[src/rtl/vga_timing_pkg.sv]
// VGA 640x480@60 timing defaults and the shared 12-bit pixel format.
// Used by the scanout reader and by the graphics processor side.
package vga_timing_pkg;

    localparam int DEF_H_ACTIVE = 640;
    localparam int DEF_H_FP     = 16;
    localparam int DEF_H_SYNC   = 96;
    localparam int DEF_H_BP     = 48;
    localparam int DEF_V_ACTIVE = 480;
    localparam int DEF_V_FP     = 10;
    localparam int DEF_V_SYNC   = 2;
    localparam int DEF_V_BP     = 33;

    localparam int H_TOTAL =
        DEF_H_ACTIVE + DEF_H_FP + DEF_H_SYNC + DEF_H_BP;
    localparam int V_TOTAL =
        DEF_V_ACTIVE + DEF_V_FP + DEF_V_SYNC + DEF_V_BP;
    localparam int H_SYNC_START = DEF_H_ACTIVE + DEF_H_FP;
    localparam int V_SYNC_START = DEF_V_ACTIVE + DEF_V_FP;

    localparam int HC_W   = 10;
    localparam int VC_W   = 10;
    localparam int ADDR_W = 19;
    localparam int PIX_W  = 12;

    typedef logic [PIX_W-1:0] pixel_t;

    localparam int R_MSB = 11;
    localparam int R_LSB = 8;
    localparam int G_MSB = 7;
    localparam int G_LSB = 4;
    localparam int B_MSB = 3;
    localparam int B_LSB = 0;

endpackage

[src/rtl/pipe_delay.sv]
// Enable-qualified shift register with synchronous active-low reset.
// Reset loads every stage with RESET_VAL.
module pipe_delay #(
    parameter int               WIDTH     = 1,
    parameter int               DEPTH     = 1,
    parameter logic [WIDTH-1:0] RESET_VAL = '0
) (
    input  logic             clk,
    input  logic             rstn,
    input  logic             en_i,
    input  logic [WIDTH-1:0] d_i,
    output logic [WIDTH-1:0] q_o
);

    logic [WIDTH-1:0] sr_q [DEPTH];

    always_ff @(posedge clk) begin
        if (!rstn) begin
            for (int i = 0; i < DEPTH; i++) begin
                sr_q[i] <= RESET_VAL;
            end
        end else if (en_i) begin
            sr_q[0] <= d_i;
            for (int i = 1; i < DEPTH; i++) begin
                sr_q[i] <= sr_q[i-1];
            end
        end
    end

    assign q_o = sr_q[DEPTH-1];

endmodule

[src/rtl/vram_scanout.sv]
// Raster scanout of the 12-bit frame buffer with VGA timing generation.
// Control signals are delayed to line up with the VRAM read data.
module vram_scanout
    import vga_timing_pkg::*;
#(
    parameter int H_ACTIVE   = DEF_H_ACTIVE,
    parameter int H_FP       = DEF_H_FP,
    parameter int H_SYNC     = DEF_H_SYNC,
    parameter int H_BP       = DEF_H_BP,
    parameter int V_ACTIVE   = DEF_V_ACTIVE,
    parameter int V_FP       = DEF_V_FP,
    parameter int V_SYNC     = DEF_V_SYNC,
    parameter int V_BP       = DEF_V_BP,
    parameter int RD_LATENCY = 1
) (
    input  logic              clk,
    input  logic              rstn,
    input  logic              pix_en,
    output logic              vram_re,
    output logic [ADDR_W-1:0] vram_addr,
    input  logic [PIX_W-1:0]  vram_q,
    output logic [3:0]        vga_r,
    output logic [3:0]        vga_g,
    output logic [3:0]        vga_b,
    output logic              vga_hs,
    output logic              vga_vs,
    output logic              vblank,
    output logic              vblank_start
);

    localparam int HTOT = H_ACTIVE + H_FP + H_SYNC + H_BP;
    localparam int VTOT = V_ACTIVE + V_FP + V_SYNC + V_BP;

    localparam logic [HC_W-1:0] HC_LAST = HC_W'(HTOT - 1);
    localparam logic [HC_W-1:0] HC_ACT  = HC_W'(H_ACTIVE);
    localparam logic [HC_W-1:0] HS_BEG  = HC_W'(H_ACTIVE + H_FP);
    localparam logic [HC_W-1:0] HS_END  = HC_W'(H_ACTIVE + H_FP + H_SYNC);
    localparam logic [VC_W-1:0] VC_LAST = VC_W'(VTOT - 1);
    localparam logic [VC_W-1:0] VC_ACT  = VC_W'(V_ACTIVE);
    localparam logic [VC_W-1:0] VS_BEG  = VC_W'(V_ACTIVE + V_FP);
    localparam logic [VC_W-1:0] VS_END  = VC_W'(V_ACTIVE + V_FP + V_SYNC);

    logic [HC_W-1:0]   hc_q, hc_d;
    logic [VC_W-1:0]   vc_q, vc_d;
    logic [ADDR_W-1:0] addr_q, addr_d;
    pixel_t            rgb_q, rgb_d;
    logic              hs_q, hs_d;
    logic              vs_q, vs_d;
    logic              vblank_q, vblank_d;
    logic              vbs_q, vbs_d;

    logic              active;
    logic              next_act;
    logic              hs_raw;
    logic              vs_raw;
    logic [2:0]        dly;

    assign active = (hc_q < HC_ACT) && (vc_q < VC_ACT);
    assign hs_raw = !((hc_q >= HS_BEG) && (hc_q < HS_END));
    assign vs_raw = !((vc_q >= VS_BEG) && (vc_q < VS_END));

    pipe_delay #(
        .WIDTH     (3),
        .DEPTH     (RD_LATENCY),
        .RESET_VAL (3'b011)
    ) u_dly (
        .clk  (clk),
        .rstn (rstn),
        .en_i (pix_en),
        .d_i  ({active, hs_raw, vs_raw}),
        .q_o  (dly)
    );

    always_comb begin
        hc_d     = hc_q;
        vc_d     = vc_q;
        addr_d   = addr_q;
        rgb_d    = rgb_q;
        hs_d     = hs_q;
        vs_d     = vs_q;
        vblank_d = vblank_q;
        next_act = 1'b0;
        if (pix_en) begin
            if (hc_q == HC_LAST) begin
                hc_d = '0;
                vc_d = (vc_q == VC_LAST) ? '0 : vc_q + VC_W'(1);
            end else begin
                hc_d = hc_q + HC_W'(1);
            end
            next_act = (hc_d < HC_ACT) && (vc_d < VC_ACT);
            // Step only when entering an active pixel, so blanking holds
            // the last address read and the frame end holds at the top.
            if (hc_d == '0 && vc_d == '0) begin
                addr_d = '0;
            end else if (next_act) begin
                addr_d = addr_q + ADDR_W'(1);
            end
            rgb_d    = dly[2] ? vram_q : '0;
            hs_d     = dly[1];
            vs_d     = dly[0];
            vblank_d = (vc_d >= VC_ACT);
        end
        vbs_d = pix_en && (hc_d == '0) && (vc_d == VC_ACT);
    end

    always_ff @(posedge clk) begin
        if (!rstn) begin
            hc_q     <= '0;
            vc_q     <= '0;
            addr_q   <= '0;
            rgb_q    <= '0;
            hs_q     <= 1'b1;
            vs_q     <= 1'b1;
            vblank_q <= 1'b0;
            vbs_q    <= 1'b0;
        end else begin
            hc_q     <= hc_d;
            vc_q     <= vc_d;
            addr_q   <= addr_d;
            rgb_q    <= rgb_d;
            hs_q     <= hs_d;
            vs_q     <= vs_d;
            vblank_q <= vblank_d;
            vbs_q    <= vbs_d;
        end
    end

    // Held low while reset is applied, since counters already sit at (0,0).
    assign vram_re      = rstn && active;
    assign vram_addr    = addr_q;
    assign vga_r        = rgb_q[R_MSB:R_LSB];
    assign vga_g        = rgb_q[G_MSB:G_LSB];
    assign vga_b        = rgb_q[B_MSB:B_LSB];
    assign vga_hs       = hs_q;
    assign vga_vs       = vs_q;
    assign vblank       = vblank_q;
    assign vblank_start = vbs_q;

endmodule

[config.mk]
export PLATFORM = sky130hd
export DESIGN_NAME = vram_scanout
export DESIGN_NICKNAME = d
export VERILOG_FILES = /design/src/rtl/vga_timing_pkg.sv /design/src/rtl/pipe_delay.sv /design/src/rtl/vram_scanout.sv
export SDC_FILE = /design/constraint.sdc
export NUM_CORES = 1
export LEC_CHECK = 0
export CAP_MARGIN = 30
export CORE_MARGIN = 2
export CORE_UTILIZATION = 40
export CTS_CLUSTER_DIAMETER = 100
export DETAILED_ROUTE_END_ITERATION = 8
export PLACE_DENSITY = 0.64
export REMOVE_ABC_BUFFERS = 1
export SYNTH_ARGS = -nofsm -noshare
export SYNTH_HDL_FRONTEND = slang
export SYNTH_SLANG_ARGS = --single-unit
[constraint.sdc]
create_clock -name clk -period 2.6 [get_ports clk]
set_input_delay 0.52 -clock clk [delete_from_list [all_inputs] [get_ports clk]]
set_output_delay 0.52 -clock clk [all_outputs]
set_load 0.01 [all_outputs]
==> metrics.csv, run 1 <==
stage,metric,value,unit
layout,antenna_cells,0,
sta,setup_slack,0.0393,ns
yosys,synth_edf_count,3,
setup_path,cp_num_buf_inv,2,
power_and_ir_drop,p_per_area,432,nW/µm²
cts,cts_buffers,9,
sta,setup_tns,0,ns
layout,fin_area,4850,µm²
setup_path,cp.arrival,2.84,ns
global_route,antenna_found_initial,0,
yosys,yosysWarnings,0,
sta,setup_violations,0,
sta,relSlewSlack,66.3,%
sta,timing.hold.ws,0.466,ns
yosys,synthFlopType,dfxtp_1,
floorplanning,initial_utilization,41.6,%
cts,clkSinkCount,58,
yosys,yosysTopAreaCell,dfxtp_1,
route,drc,0,
yosys,ys_ff_latch,58,
floorplanning,num_io_pins,51,
setup_path,cp_slowest_stage_delay,0.50,ns
yosys,seq_area_frac_synth,32.5,%
setup_path,crit_family,compound AO/OA/AOI/OAI gates,
cts,clock-root-buffer,clkbuf_8,
power_and_ir_drop,p_total,2.10,mW
place,port_buffers,50,
sta,tightest_slew,0.503,ns
yosys,synth.top_cell.area_share,30.1,%
floorplanning,die_h,99.7,µm
setup_path,worst_setup_path_start_kind,flip-flop,
layout,area_delta_synth_final,32.3,%
route,vias,3682,
sta,max_freq,391,MHz
status,status,finished clean,
route,drt_wl_total,10000,µm
layout,nets,548,
setup_path,cpMaxStageDelayCell,nor4_4,
power_and_ir_drop,power_leakage,1.74,nW
cts,cts_buffer_depth,2,
place,dp_hpwl,6860,µm
job,drv_cap,0,
global_route,grt_pass1_vias,3409,
route,ant_nets,0,
cts,htree_levels,3,
place,dp_slack,0.0465,ns
cts,insertion_delay,0.35,ns
yosys,yosysUniqueCellTypes,73,
sta,min_period,2.56,ns
place,place_congestion,0.958,
floorplanning,die_w,99.7,µm
setup_path,critPathMaxFanout,8,
route,first_iter_violations,230,
cts,clk_pin_slew,0.08,ns
min_path,hp-class,reg -> reg,
place,dp_cells,618,
floorplanning,placementRows,34,
yosys,syn_area_per_cell,8.05,µm²
place,dpl_cell_area,4460,µm²
setup_path,worstPathRequired,2.88,ns
global_route,grt_pass1_wl,16300,µm
sta,rsz0062_at_grt,true,
setup_path,cp_cell_sequence,ha_4 -> nand4_1 -> nor4_4 -> buf_4 -> a311o_1 -> o31ai_2 -> o2111ai_4 -> clkbuf_16 -> nand3_1 -> a21oi_1,
cts,cts_tree,yes,
layout,fin_util,55.0,%
yosys,synthArstFlopShare,0,%
setup_path,path_class,reg -> reg,
layout,n_fill_cell,799,
power_and_ir_drop,max-vdd-ir-drop,0.312,mV
sta,hold_viol_final,0,
route,drt_pass1_iterations,5,
layout,final_cells,640,
yosys,synth.area.top_cells,"dfxtp_1 (30%), nand4_1 (5.6%), nor2_1 (4.8%)",
route,vias_per_cell,5.75,
setup_path,crit_path_end_kind,flip-flop,
floorplanning,dieArea,9940,µm²
global_route,grt_max_degree,43,
floorplanning,coreArea,8810,µm²
global_route,overflow,0,
sta,clock_skew,0.0100,ns
sta,period_share,98.5,%
yosys,syn-cell-area,3660,µm²
yosys,synth_cells,455,
sta,drv_slew,0,
layout,drive_gt1_share,18.8,%
global_route,grt_usage,20.4,%
route,wl_per_cell,15.6,µm
==> worst paths after layout <==
kind / from / endpoint / slack, ns / depth (start not counted)
setup / recovery: hc_q[0]$_SDFF_PN0_ / vram_addr[1]$_SDFFE_PN0P_ / 0.04 / 10
hold / removal: u_dly.sr_q[0][0]$_SDFFCE_PN1P_ / vga_vs$_SDFFE_PN1P_ / 0.47 / 2
setup reg to reg: hc_q[0]$_SDFF_PN0_ / vram_addr[1]$_SDFFE_PN0P_ / 0.04 / 10
hold reg to reg: u_dly.sr_q[0][0]$_SDFFCE_PN1P_ / vga_vs$_SDFFE_PN1P_ / 0.47 / 2
==> cell usage in the layout (no fill, tap or decap), types with 7 or more instances in the layout <==
| cell | instances |
|---|---|
| nand2_1 | 32 |
| and2_1 | 11 |
| and3_1 | 10 |
| nor2_1 | 47 |
| a21oi_1 | 14 |
| clkbuf_8 | 9 |
| nand4_1 | 33 |
| nor3_1 | 11 |
| mux2i_1 | 7 |
| dfxtp_1 | 51 |
| buf_4 | 46 |
| xor2_1 | 8 |
| nand3_1 | 28 |
| a22oi_1 | 11 |
| o21ai_0 | 7 |
| clkdlybuf4s50_1 | 50 |
| inv_1 | 21 |
| o211ai_1 | 14 |
==> final cells by class <==
cell class                 count  area [µm²]  area share, %
clock buffer                   9         124           2.56
tap                          108         135           2.79
multi-input combinational    337        2290           47.2
clock inverter                 7         101           2.09
sequential                    58        1200           24.7
timing repair buffer         100         922           19.0
inverter                      21        78.8           1.63
==> synth_stat cells (all sizes together) (4+ instances only) <==
cell type  number
xnor2           6
nand4          33
nor2           48
nand2          33
nor3           13
nor4           10
ha              6
mux2i           8
o211ai         14
o31ai           4
xor2            8
and2           11
nand4b          6
and3           10
a22oi          11
a31oi           4
inv            21
clkbuf         17
dfxtp          55
or2             5
nor2b           5
a21oi          14
o21ai           8
nand3          29
buf            22
==> cell families after synthesis <==
group	synth area share, %
and+or+nand+nor	34.4
AOI/OAI and AO/OA	17.9
buffers and inverters	7.58
DFF	32.5
xor gates and xnor gates	3.35
muxes	2.19
adders and majority gates	2.05
==> layer usage <==
layer	track usage, %	vias to the layer above	part of all wire, %
li1	-	1824	-
met1	27.5	1722	47
met2	31.9	117	46
met3	4.50	19	5.7
met4	8.01	0	1.9
met5	0	-	0
==> worst min-delay path, cell delays in order, from the launching register on <==
cell,delay [ns]
edfxtp_1,0.32
mux2i_1,0.06
nand2_1,0.06
==> flip-flops by register name, summed over array words and instances, names as in the netlist <==
| register | flops |
|---|---|
| vga_hs | 1 |
| rgb_q | 12 |
| vga_vs | 1 |
| vc_q | 10 |
| vblank_start | 1 |
| hc_q | 10 |
| vblank | 1 |
| u_dly.sr_q | 3 |
| vram_addr | 19 |
==> report_power, final <==
group | total (mW) | internal [mW] | switching, mW | leakage, nW
Sequential | 0.924 | 0.912 | 0.0119 | 0.475
Combinational | 0.201 | 0.0973 | 0.104 | 1.16
Clock | 0.969 | 0.547 | 0.422 | 0.106
==> timing repair <==
item / in CTS / in global routing
setup buffers: 0 / 4
setup endpoints to repair: 0 / 19
hold buffers: 0 / 0
resized for setup: 0 / 20
Power figures use the tool's default switching activity.
==> inputs of run 2 (changes only) <==
- SKIP_CTS_REPAIR_TIMING: default -> 1
==> results of run 2 <==
No change in the layout: final DEF, timing and power equal those of run 1.
==> inputs of run 3 (changes only) <==
- SLEW_MARGIN: default -> 20
==> results of run 3 <==
No change in the layout: final DEF, timing and power equal those of run 1.
